<file path="src/rtl/mem_access_if.sv">
// mem_access_if: data-bus handshake between the MEM stage and the data memory.
//
// Handshake (valid/ready style):
//   The master raises data_req and holds data_addr/data_wr/data_wdata/data_wstrb
//   stable until the slave answers with data_gnt in the same cycle. The request
//   is then considered accepted and data_req drops. A later (or the same) cycle
//   with data_resp=1 completes the access; data_rdata is valid only in that
//   cycle. data_resp with no outstanding accepted request is ignored.
//
// Signals:
//   data_req   master->slave  request valid
//   data_wr    master->slave  1 = store, 0 = load
//   data_addr  master->slave  word-aligned byte address
//   data_wdata master->slave  byte-lane replicated store data
//   data_wstrb master->slave  byte enables (0000 for loads)
//   data_gnt   slave->master  request accepted
//   data_resp  slave->master  access completed
//   data_rdata slave->master  load data (whole word)
interface mem_access_if;
    logic        data_req;
    logic        data_wr;
    logic [31:0] data_addr;
    logic [31:0] data_wdata;
    logic [3:0]  data_wstrb;
    logic        data_gnt;
    logic        data_resp;
    logic [31:0] data_rdata;

    modport master (
        output data_req, data_wr, data_addr, data_wdata, data_wstrb,
        input  data_gnt, data_resp, data_rdata
    );

    modport slave (
        input  data_req, data_wr, data_addr, data_wdata, data_wstrb,
        output data_gnt, data_resp, data_rdata
    );
endinterface

</file>
<file path="src/rtl/mem_access.sv">
// mem_access: MEM pipeline stage with a stalling data-bus access FSM.
//
// Non-memory instructions pass straight through to MEM/WB with no latency.
// Aligned loads/stores freeze the upstream pipeline (stall_req) while the
// bus access runs through IDLE -> REQ -> [WAIT] -> DONE. Misaligned accesses
// are rejected in IDLE with addr_err. An access that spends TIMEOUT cycles in
// REQ/WAIT is abandoned and finishes in DONE with bus_err and no writeback.
//
// Ports:
//   clk, rst            clock, asynchronous active-low reset
//   in_valid, mem_op    instruction valid and memory operation code
//   mem_addr            byte address, mem_store_data raw rt value
//   mem_alu_result, mem_reg_addr_in, mem_reg_en_in   EX result / reg target
//   mem_hi_in, mem_lo_in, mem_hilo_en_in             HI/LO writeback
//   mem_reg_write_*, mem_hi/lo_write_data, mem_hilo_write_en  to MEM/WB
//   stall_req           freeze PC, IF/ID, ID/EX, EX/MEM
//   bus                 data bus (master side)
//   addr_err, bus_err   misaligned access / bus timeout flags
//   dbg_state           current FSM state
module mem_access #(
    parameter int TIMEOUT = 255
) (
    input  logic        clk,
    input  logic        rst,
    input  logic        in_valid,
    input  logic [3:0]  mem_op,
    input  logic [31:0] mem_addr,
    input  logic [31:0] mem_store_data,
    input  logic [31:0] mem_alu_result,
    input  logic [4:0]  mem_reg_addr_in,
    input  logic        mem_reg_en_in,
    input  logic [31:0] mem_hi_in,
    input  logic [31:0] mem_lo_in,
    input  logic        mem_hilo_en_in,
    output logic [31:0] mem_reg_write_data,
    output logic [4:0]  mem_reg_write_addr,
    output logic        mem_reg_write_en,
    output logic [31:0] mem_hi_write_data,
    output logic [31:0] mem_lo_write_data,
    output logic        mem_hilo_write_en,
    output logic        stall_req,
    mem_access_if.master bus,
    output logic        addr_err,
    output logic        bus_err,
    output logic [1:0]  dbg_state
);
    localparam logic [3:0] OP_LB = 4'd1, OP_LBU = 4'd2, OP_LH = 4'd3, OP_LHU = 4'd4,
                           OP_LW = 4'd5, OP_SB = 4'd6, OP_SH = 4'd7, OP_SW = 4'd8;
    localparam int CW = (TIMEOUT < 2) ? 1 : $clog2(TIMEOUT + 1);

    typedef enum logic [1:0] { IDLE = 2'd0, REQ = 2'd1, WAIT = 2'd2, DONE = 2'd3 } state_t;

    state_t        state;
    logic [CW-1:0] cnt;
    logic [31:0]   rdata_q;
    logic          data_req_q;
    logic          bus_err_q;

    logic        is_load, is_store, is_mem, misaligned, start, timeout_hit;
    logic [7:0]  lane_byte;
    logic [15:0] lane_half;
    logic [31:0] load_data;

    assign is_load     = (mem_op >= OP_LB) && (mem_op <= OP_LW);
    assign is_store    = (mem_op >= OP_SB) && (mem_op <= OP_SW);
    assign is_mem      = is_load || is_store;
    assign misaligned  = (((mem_op == OP_LH) || (mem_op == OP_LHU) || (mem_op == OP_SH)) && mem_addr[0]) ||
                         (((mem_op == OP_LW) || (mem_op == OP_SW)) && (mem_addr[1:0] != 2'b00));
    assign start       = in_valid && is_mem && !misaligned;
    assign timeout_hit = (cnt == CW'(TIMEOUT - 1));

    always_ff @(posedge clk or negedge rst) begin
        if (!rst) begin
            state      <= IDLE;
            cnt        <= '0;
            rdata_q    <= '0;
            data_req_q <= 1'b0;
            bus_err_q  <= 1'b0;
        end else begin
            bus_err_q <= 1'b0;
            case (state)
                IDLE: begin
                    if (start) begin
                        state      <= REQ;
                        cnt        <= '0;
                        data_req_q <= 1'b1;
                    end
                end
                REQ: begin
                    // A response without grant is stray and ignored here.
                    if (bus.data_gnt && bus.data_resp) begin
                        state      <= DONE;
                        rdata_q    <= bus.data_rdata;
                        data_req_q <= 1'b0;
                    end else if (timeout_hit) begin
                        state      <= DONE;
                        bus_err_q  <= 1'b1;
                        data_req_q <= 1'b0;
                    end else if (bus.data_gnt) begin
                        state      <= WAIT;
                        data_req_q <= 1'b0;
                        cnt        <= cnt + 1'b1;
                    end else begin
                        cnt <= cnt + 1'b1;
                    end
                end
                WAIT: begin
                    if (bus.data_resp) begin
                        state   <= DONE;
                        rdata_q <= bus.data_rdata;
                    end else if (timeout_hit) begin
                        state     <= DONE;
                        bus_err_q <= 1'b1;
                    end else begin
                        cnt <= cnt + 1'b1;
                    end
                end
                default: state <= IDLE;
            endcase
        end
    end

    // Lane extraction from the captured word; mem_addr/mem_op are still held
    // by the frozen upstream stage during DONE.
    always_comb begin
        lane_half = mem_addr[1] ? rdata_q[31:16] : rdata_q[15:0];
        case (mem_addr[1:0])
            2'd0:    lane_byte = rdata_q[7:0];
            2'd1:    lane_byte = rdata_q[15:8];
            2'd2:    lane_byte = rdata_q[23:16];
            default: lane_byte = rdata_q[31:24];
        endcase
        case (mem_op)
            OP_LB:   load_data = {{24{lane_byte[7]}}, lane_byte};
            OP_LBU:  load_data = {24'd0, lane_byte};
            OP_LH:   load_data = {{16{lane_half[15]}}, lane_half};
            OP_LHU:  load_data = {16'd0, lane_half};
            default: load_data = rdata_q;
        endcase
    end

    always_comb begin
        bus.data_req  = data_req_q;
        bus.data_wr   = is_store;
        bus.data_addr = {mem_addr[31:2], 2'b00};
        case (mem_op)
            OP_SB: begin
                bus.data_wdata = {4{mem_store_data[7:0]}};
                bus.data_wstrb = 4'b0001 << mem_addr[1:0];
            end
            OP_SH: begin
                bus.data_wdata = {2{mem_store_data[15:0]}};
                bus.data_wstrb = mem_addr[1] ? 4'b1100 : 4'b0011;
            end
            OP_SW: begin
                bus.data_wdata = mem_store_data;
                bus.data_wstrb = 4'b1111;
            end
            default: begin
                bus.data_wdata = mem_store_data;
                bus.data_wstrb = 4'b0000;
            end
        endcase
    end

    // stall_req and addr_err are combinational in IDLE, so they are gated by
    // rst to stay low while reset is held.
    always_comb begin
        mem_reg_write_data = mem_alu_result;
        mem_reg_write_addr = mem_reg_addr_in;
        mem_reg_write_en   = mem_reg_en_in;
        mem_hi_write_data  = mem_hi_in;
        mem_lo_write_data  = mem_lo_in;
        mem_hilo_write_en  = mem_hilo_en_in;
        stall_req          = 1'b0;
        addr_err           = 1'b0;
        case (state)
            IDLE: begin
                if (in_valid && is_mem) begin
                    mem_reg_write_en = 1'b0;
                    if (misaligned) begin
                        addr_err = rst;
                    end else begin
                        stall_req         = rst;
                        mem_hilo_write_en = 1'b0;
                    end
                end
            end
            REQ, WAIT: begin
                stall_req         = 1'b1;
                mem_reg_write_en  = 1'b0;
                mem_hilo_write_en = 1'b0;
            end
            default: begin
                if (bus_err_q) begin
                    mem_reg_write_en  = 1'b0;
                    mem_hilo_write_en = 1'b0;
                end else if (is_load) begin
                    mem_reg_write_data = load_data;
                end else begin
                    mem_reg_write_en = 1'b0;
                end
            end
        endcase
    end

    assign bus_err   = bus_err_q;
    assign dbg_state = state;
endmodule

</file>
<file path="src/flat_wrapper.sv">
// flat-port wrapper written by rule: the top's interface ports become plain ports
module mem_access_flat 
#(
    parameter int TIMEOUT = 255
)
  (clk, rst, in_valid, mem_op, mem_addr, mem_store_data, mem_alu_result, mem_reg_addr_in, mem_reg_en_in, mem_hi_in, mem_lo_in, mem_hilo_en_in, mem_reg_write_data, mem_reg_write_addr, mem_reg_write_en, mem_hi_write_data, mem_lo_write_data, mem_hilo_write_en, stall_req, addr_err, bus_err, dbg_state, bus_data_req, bus_data_wr, bus_data_addr, bus_data_wdata, bus_data_wstrb, bus_data_gnt, bus_data_resp, bus_data_rdata);
  mem_access_if bus_i ();
  input  logic clk;
  input  logic rst;
  input  logic in_valid;
  input  logic [3:0] mem_op;
  input  logic [31:0] mem_addr;
  input  logic [31:0] mem_store_data;
  input  logic [31:0] mem_alu_result;
  input  logic [4:0] mem_reg_addr_in;
  input  logic mem_reg_en_in;
  input  logic [31:0] mem_hi_in;
  input  logic [31:0] mem_lo_in;
  input  logic mem_hilo_en_in;
  output logic [31:0] mem_reg_write_data;
  output logic [4:0] mem_reg_write_addr;
  output logic mem_reg_write_en;
  output logic [31:0] mem_hi_write_data;
  output logic [31:0] mem_lo_write_data;
  output logic mem_hilo_write_en;
  output logic stall_req;
  output logic addr_err;
  output logic bus_err;
  output logic [1:0] dbg_state;
  output wire logic [$bits(bus_i.data_req)-1:0] bus_data_req;
  output wire logic [$bits(bus_i.data_wr)-1:0] bus_data_wr;
  output wire logic [$bits(bus_i.data_addr)-1:0] bus_data_addr;
  output wire logic [$bits(bus_i.data_wdata)-1:0] bus_data_wdata;
  output wire logic [$bits(bus_i.data_wstrb)-1:0] bus_data_wstrb;
  input wire logic [$bits(bus_i.data_gnt)-1:0] bus_data_gnt;
  input wire logic [$bits(bus_i.data_resp)-1:0] bus_data_resp;
  input wire logic [$bits(bus_i.data_rdata)-1:0] bus_data_rdata;
  assign bus_data_req = bus_i.data_req;
  assign bus_data_wr = bus_i.data_wr;
  assign bus_data_addr = bus_i.data_addr;
  assign bus_data_wdata = bus_i.data_wdata;
  assign bus_data_wstrb = bus_i.data_wstrb;
  assign bus_i.data_gnt = bus_data_gnt;
  assign bus_i.data_resp = bus_data_resp;
  assign bus_i.data_rdata = bus_data_rdata;
  mem_access #(.TIMEOUT(TIMEOUT)) u_core (.clk(clk), .rst(rst), .in_valid(in_valid), .mem_op(mem_op), .mem_addr(mem_addr), .mem_store_data(mem_store_data), .mem_alu_result(mem_alu_result), .mem_reg_addr_in(mem_reg_addr_in), .mem_reg_en_in(mem_reg_en_in), .mem_hi_in(mem_hi_in), .mem_lo_in(mem_lo_in), .mem_hilo_en_in(mem_hilo_en_in), .mem_reg_write_data(mem_reg_write_data), .mem_reg_write_addr(mem_reg_write_addr), .mem_reg_write_en(mem_reg_write_en), .mem_hi_write_data(mem_hi_write_data), .mem_lo_write_data(mem_lo_write_data), .mem_hilo_write_en(mem_hilo_write_en), .stall_req(stall_req), .bus(bus_i), .addr_err(addr_err), .bus_err(bus_err), .dbg_state(dbg_state));
endmodule
</file>
<file path="config.mk">
export PLATFORM = sky130hd
export DESIGN_NAME = mem_access_flat
export DESIGN_NICKNAME = d
export VERILOG_FILES = /design/src/rtl/mem_access_if.sv /design/src/rtl/mem_access.sv /design/src/flat_wrapper.sv
export SDC_FILE = /design/constraint.sdc
export NUM_CORES = 1
export LEC_CHECK = 0
export ABC_AREA = 1
export CAP_MARGIN = 0
export CORE_AREA = 2 2 150 152
export CTS_BUF_LIST = sky130_fd_sc_hd__clkbuf_8 sky130_fd_sc_hd__clkbuf_16
export DETAILED_ROUTE_END_ITERATION = 16
export DIE_AREA = 0 0 152 154
export PLACE_DENSITY = 0.66
export SLEW_MARGIN = 25
export SYNTH_ARGS = -nofsm -noshare
export SYNTH_HDL_FRONTEND = slang
export SYNTH_SLANG_ARGS = --single-unit
</file>
<file path="constraint.sdc">
create_clock -name clk -period 1.9 [get_ports clk]
set_input_delay 0.38 -clock clk [delete_from_list [all_inputs] [get_ports clk]]
set_output_delay 0.38 -clock clk [all_outputs]
set_load 0.01 [all_outputs]
</file>
==> results.py, run 1 <==
metrics = {
    "pwr": {
        "p_int_w": 0.004673,
        "sw_frac_of_total_pct": 42.21,
        "ir_worst_vdd_v": 0.0003671,
        "pwr-share-comb_pct": 66.9,
        "leakage_nw": 4.133,
        "seq_power_share_pct": 22.3,
        "power.share.clock_pct": 10.8,
        "p_switching_w": 0.003413,
        "powerDensity_nw_per_um2": 937.8,
    },
    "cells_and_area": {
        "nets": 1145,
        "fillerInstances": 2115,
        "drive_above_1_share_pct": 48.01,
        "syn2layout_area_growth_pct": 85.29,
    },
    "setup_path": {
        "crit_family": "buffers and inverters",
        "crit_buf_inv": 6,
        "crit_path_top_delay_cell": "nor2_4",
        "critPathMaxFanout": 5,
        "path_cells": "buf_12, nor2_4, nand2_2, buf_6, nor2_4, nor2_4, buf_8, buf_12, buf_6, a21oi_2, nand2_1, nand3_1, nand2_1, buf_2",
        "crit_path_frequent_cell": "nor2_4",
        "cpPeakStageDelay_ps": 140,
        "critical_path_class": "in2out",
        "r2r_slack_ps": -140,
        "crit_required_ps": 1520,
        "crit_path_end_kind": "output port",
        "arrival_ps": 1850,
        "cp-start-kind": "primary input",
    },
    "routing": {
        "routed_wl_mm": 22.67,
        "num_vias": 5634,
        "route.detailed.drc": 0,
        "dr.pass1.iters": 5,
        "antenna_left": 0,
        "viasPerCell": 4.649,
        "post_drt_wl_per_cell_um": 18.71,
        "dr.first_iter.drc_count": 285,
    },
    "global_routing": {
        "grt_max_degree": 45,
        "grt.overflow.total": 0,
        "grtUsageTotal_pct": 17.88,
        "grt_pass1_wl_mm": 32.70,
        "antenna_found_initial": 1,
        "first_global_vias": 5586,
    },
    "synthesis": {
        "synth_top_area_share_pct": 23.66,
        "yosysSeqAreaShare_pct": 23.66,
        "yosys.area.top_type": "dfrtp_1",
        "async_flop_share_pct": 100.0,
        "syn_avg_cell_area_um2": 6.610,
        "post-synth-top-count-cell": "nand2_1",
        "synth_common_cells": "200 x nand2_1, 113 x buf_4, 71 x inv_1",
        "ys_warn_count": 0,
        "synthCells": 704,
        "synth_area_leaders": "dfrtp_1 24%, buf_4 18%, nand2_1 16%",
        "synth_area_um2": 4653,
        "synth_enable_flop_cells": 0,
        "ys.flop_type": "dfrtp_1",
        "yosys_register_bits": 44,
        "synth_cell_types": 35,
    },
    "die": {
        "die_h_um": 154,
        "start_util_pct": 21.45,
        "fp.dieW_um": 152,
        "io_pins": 386,
        "std_cell_rows": 54,
        "core_area_um2": 21690,
        "die-area_um2": 23410,
    },
    "job": {
        "cap_violations": 0,
    },
    "sta": {
        "clock-skew-final_ps": 10.48,
        "finalHoldViolCount": 0,
        "setup_viol": 68,
        "relSlewSlack_pct": 58.82,
        "finalMaxSlewViolations": 0,
        "fin_crit_ps": 2233,
        "post-route-period-util_pct": 117.5,
        "max_clock_freq_mhz": 447.9,
        "tns_ps": -10230,
        "setup_slack_ps": -332.7,
        "worst_pin_slew_ps": 617.8,
        "rsz0062_at_grt": "yes",
    },
    "cts": {
        "clk_pin_slew_worst_paths_ps": 70,
        "ctsHoldBuffers": 0,
        "cts_tree": "built",
        "root_buffer": "clkbuf_16",
        "clock_latency_ps": 300,
        "htreeDepth": 2,
        "numCtsBuffers": 5,
        "cts.sinks": 44,
        "clockBufferDepth": 2,
    },
    "placement": {
        "io_buffers": 185,
        "gp_congestion": 0.8671,
        "dp_hpwl_mm": 14.85,
        "pre_cts_ws_ps": -1115,
    },
    "status": {
        "violations": "negative setup slack",
        "status": "complete, but fails checks",
    },
    "hold_path": {
        "hold_class": "in2async",
    },
}
-- metrics by stage --
stage | util, % | cells | hold slack [ps] | power, W | instance area [µm²]
global route | 39.75 | 1212 | 370.8 | 0.008557 | 8622
global placement | 29.88 | 1108 | 484.7 | 0.005022 | 6480
finish | 39.75 | 1212 | 327.2 | 0.008086 | 8622
floorplan | - | 705 | 84.41 | 0.003645 | 4657
CTS | 36.68 | 1193 | 359.0 | 0.007234 | 7955
detailed placement | 29.88 | 1108 | 476.7 | 0.005061 | 6480
-- path summary, 6_finish.rpt --
kind,cells after the start,startpoint,end
worst min-delay path,2,rst,u_core.rdata_q[8]
worst max register to register,14,u_core.dbg_state[0],u_core.rdata_q[5]
min in group clk,2,u_core.bus.data_req,u_core.bus.data_req
worst max-delay path,14,mem_op[2],mem_reg_write_data[3]
max in group asynchronous,2,rst,u_core.rdata_q[31]
worst min register to register,2,u_core.bus.data_req,u_core.bus.data_req
-- power groups by stage --
stage,logic (W),clock network [W],registers (W)
after floorplan,0.00202,0,0.00162
after global placement,0.00332,0,0.00170
after global routing,0.00577,0.000939,0.00185
after CTS,0.00458,0.000903,0.00175
after detailed placement,0.00336,0,0.00170
final,0.00541,0.000877,0.00180
-- layout make-up --
class | count | area (µm²) | area share, %
diodes | 1 | 2.502 | 0.02902
clock buffers | 5 | 125.1 | 1.451
clock inverters | 3 | 18.77 | 0.2177
inverters | 74 | 304.0 | 3.526
multi-input cells | 452 | 3219 | 37.34
flip-flops and latches | 44 | 1102 | 12.78
well taps | 280 | 350.3 | 4.063
repair buffers | 353 | 3500 | 40.59
-- layer usage --
| metal | vias to the layer above | GRT usage [%] | share of wire [%] |
|---|---|---|---|
| met5 | - | 0.4141 | 0 |
| li1 | 2602 | - | - |
| met2 | 292 | 30.87 | 50 |
| met3 | 81 | 4.538 | 7.1 |
| met4 | 0 | 8.278 | 4.8 |
| met1 | 2659 | 20.78 | 38 |
-- sequential cells by signal, summed over array words and instances, names as in the netlist --
name / cells
u_core.bus.data_req: 1
u_core.bus_err: 1
u_core.cnt: 8
u_core.rdata_q: 32
u_core.dbg_state: 2
-- placed cells by master (no fill, tap or decap), types with 9 or more instances in the layout --
cell	n
nand3_1	24
nor2_4	27
clkbuf_2	16
nand2_1	154
a21oi_2	28
nor2_2	11
buf_6	44
nor2_1	16
a21oi_1	12
a21oi_4	14
clkdlybuf4s50_1	104
buf_2	44
buf_4	92
a21boi_2	13
buf_12	17
dfrtp_1	43
clkbuf_16	10
nand2_4	17
o21ai_0	16
o211ai_1	22
nand2_2	35
mux2_4	17
inv_1	60
dlygate4sd2_1	9
buf_8	13
-- cell families after synthesis --
kind of cell,Yosys count,synth area share (%)
and+or+nand+nor,305,27.27
adders and majority gates,7,1.882
xor gates and xnor gates,2,0.3765
other,1,0.08059
buffers and inverters,209,27.08
AOI/OAI and AO/OA,119,15.54
muxes,17,4.114
DFF,44,23.66
-- worst register-to-register path: stages, from the launching register on --
cell	delay (ps)
dfrtp_1	400
buf_6	140
buf_6	110
buf_6	120
ha_4	170
inv_4	70
nor2_4	30
inv_2	70
o211ai_1	80
buf_4	170
buf_8	140
buf_12	150
buf_12	140
nor2_2	90
a21oi_1	60
-- timing repair --
action / CTS / global route
setup buffers: 69 / 23
cloned: 10 / 4
pin swaps: 56 / 63
endpoints found under the hold margin: 0 / 0
gates resized for setup: 442 / 198
endpoints found under the setup margin: 109 / 108
Note: power is estimated with default switching activity, not from simulation.
==> run 2, diff against run 1 <==
==> constraint.sdc (replaced) <==
create_clock -name clk -period 2.2 [get_ports clk]
set_input_delay 0.44 -clock clk [delete_from_list [all_inputs] [get_ports clk]]
set_output_delay 0.44 -clock clk [all_outputs]
set_load 0.005 [all_outputs]
==> run 2 against run 1 <==
The flow still finishes with violations (negative setup slack). Combinational power is 45% lower. Sequential power is 16% lower. Via count is 7.7% lower. Clock skew fell by 2.9 ps. Cell count is 4.9% lower. First-iteration DRC count fell by 1.1%. Clock power decreased by 11%. Register-to-register slack improved by 280 ps. Die area did not move. Cell area decreased by 15%.
==> results.py, run 2 (same netlist as run 1, synthesis figures left out) <==
metrics = {
    "sta": {
        "post-route-period-util_pct": 103.2,
        "worst_pin_slew_ps": 610.4,
        "setup_viol": 23,
        "fin_crit_ps": 2270,
        "relSlewSlack_pct": 59.31,
        "clock-skew-final_ps": 7.581,
        "finalMaxSlewViolations": 0,
        "finalHoldViolCount": 0,
        "setup_slack_ps": -69.90,
        "max_clock_freq_mhz": 440.5,
        "rsz0062_at_grt": "yes",
        "fin_hold_ws_ps": 348.4,
    },
    "routing": {
        "antenna_left": 0,
        "wl_met3_mm": 1.763,
        "route.detailed.drc": 0,
        "post_drt_wl_per_cell_um": 17.83,
        "dr.pass1.iters": 5,
        "wl_met2_mm": 9.722,
        "top_layer": "met4",
        "num_vias": 5200,
        "routed_wl_mm": 20.56,
        "dr.first_iter.drc_count": 282,
        "viasPerCell": 4.510,
        "wl_met1_mm": 8.166,
    },
    "setup_path": {
        "r2r_slack_ps": 140,
        "crit_path_end_kind": "output port",
        "arrival_ps": 1830,
        "r2r_end": "u_core.rdata_q[17]",
        "crit_family": "simple AND/OR/NAND/NOR gates",
        "crit_buf_inv": 5,
        "reg2reg_from": "u_core.dbg_state[1]",
        "cpPeakStageDelay_ps": 190,
        "critical_path_class": "in2out",
        "cp-start-kind": "primary input",
        "crit_path_top_delay_cell": "nor2_4",
        "path_cells": "buf_12, nor2_4, nand2_2, buf_6, nor2_4, nor2_4, buf_4, clkbuf_16, nand2_2, nand3_2, nand2_2, clkbuf_2",
        "ff2ff_path_depth": 10,
        "critPathMaxFanout": 5,
        "crit_required_ps": 1760,
    },
    "cells_and_area": {
        "drive_above_1_share_pct": 32.65,
        "layout_common_cells": "183 x nand2_1, 114 x clkdlybuf4s50_1, 73 x buf_4",
        "nets": 1087,
        "syn2layout_area_growth_pct": 58.00,
        "antenna_cells": 0,
        "multiInputGateArea_um2": 2624,
        "ff_latch_area_um2": 1102,
        "fillerInstances": 2299,
        "layout_commonest_cell": "nand2_1",
        "largest_reg_flops": 32,
        "regMostFlops": "u_core.rdata_q",
    },
    "die": {
        "std_cell_rows": 54,
        "start_util_pct": 21.45,
        "die-area_um2": 23410,
        "fp.dieW_um": 152,
        "die_h_um": 154,
        "core_area_um2": 21690,
        "io_pins": 386,
    },
    "status": {
        "violations": "negative setup slack",
        "status": "complete, but fails checks",
    },
    "pwr": {
        "ir_worst_vdd_v": 0.0003322,
        "power_w": 0.005272,
        "powerDensity_nw_per_um2": 717.0,
        "leakage_nw": 3.535,
    },
    "global_routing": {
        "grt_pass1_wl_mm": 30.24,
        "grt_max_degree": 45,
        "grt.overflow.total": 0,
        "antenna_found_initial": 0,
        "grtUsageTotal_pct": 16.38,
        "first_global_vias": 5158,
    },
    "cts": {
        "clk_pin_slew_worst_paths_ps": 70,
        "cts_tree": "built",
        "clockBufferDepth": 2,
        "numCtsBuffers": 5,
        "cts.sinks": 44,
        "htreeDepth": 2,
        "root_buffer": "clkbuf_16",
        "ctsHoldBuffers": 0,
        "clock_latency_ps": 290,
    },
    "job": {
        "cap_violations": 0,
    },
    "hold_path": {
        "hold_class": "in2async",
    },
    "placement": {
        "dp_hpwl_mm": 14.54,
        "io_buffers": 185,
        "gp_congestion": 0.8735,
    },
}
-- run 2: worst max path at each step --
stage / cells after the start / slack (ps) / startpoint / endpoint
final: 12 / -70 / mem_op[2] / mem_reg_write_data[6]
after global routing: 13 / -120 / mem_op[1] / mem_reg_write_data[2]
after CTS: 12 / -140 / mem_op[3] / mem_reg_write_data[22]
after detailed placement: 11 / -890 / mem_op[2] / mem_reg_write_data[28]
after global placement: 11 / -860 / mem_op[2] / mem_reg_write_data[28]
after floorplan: 9 / 260 / mem_addr[0] / mem_reg_write_data[21]
-- run 2: routing by layer --
metal | vias to the layer above | global-route usage [%]
met3 | 72 | 4.763
li1 | 2476 | -
met1 | 2384 | 19.26
met2 | 268 | 27.86
met5 | - | 0.4141
met4 | 0 | 6.898
-- run 2: cell type report --
cell class | count | area share, %
Clock buffer | 6 | 1.889
Clock inverter | 2 | 0.1532
Inverter | 74 | 4.067
Multi-Input combinational cell | 452 | 35.69
Sequential cell | 44 | 14.99
Tap cell | 280 | 4.765
Timing Repair Buffer | 295 | 38.44
-- run 2: power breakdown --
part	internal, W	switching [W]	total (W)
clock	0.000449	0.000336	0.000784
sequential	0.00116	0.000363	0.00152
combinational	0.00144	0.00153	0.00296
-- run 2: stage by stage --
step	std cells	setup WS, ps	utilization (%)	TNS [ps]	cell area, µm²
3_5_place_dp	1086	-888.8	29.13	-51000	6317
4_1_cts	1138	-137.2	32.88	-926.1	7131
3_3_place_gp	1086	-855.2	29.13	-49270	6317
2_1_floorplan	705	259.9	-	0	4657
5_1_grt	1153	-120.8	33.90	-2800	7352
6_report	1153	-69.90	33.90	-678.7	7352
-- run 2: repair_timing --
action | 4_1_cts | 5_1_grt
pin swaps | 23 | 23
setup endpoints to repair | 65 | 66
gates cloned | 7 | 6
buffers inserted | 41 | 12
gates resized for setup | 294 | 84
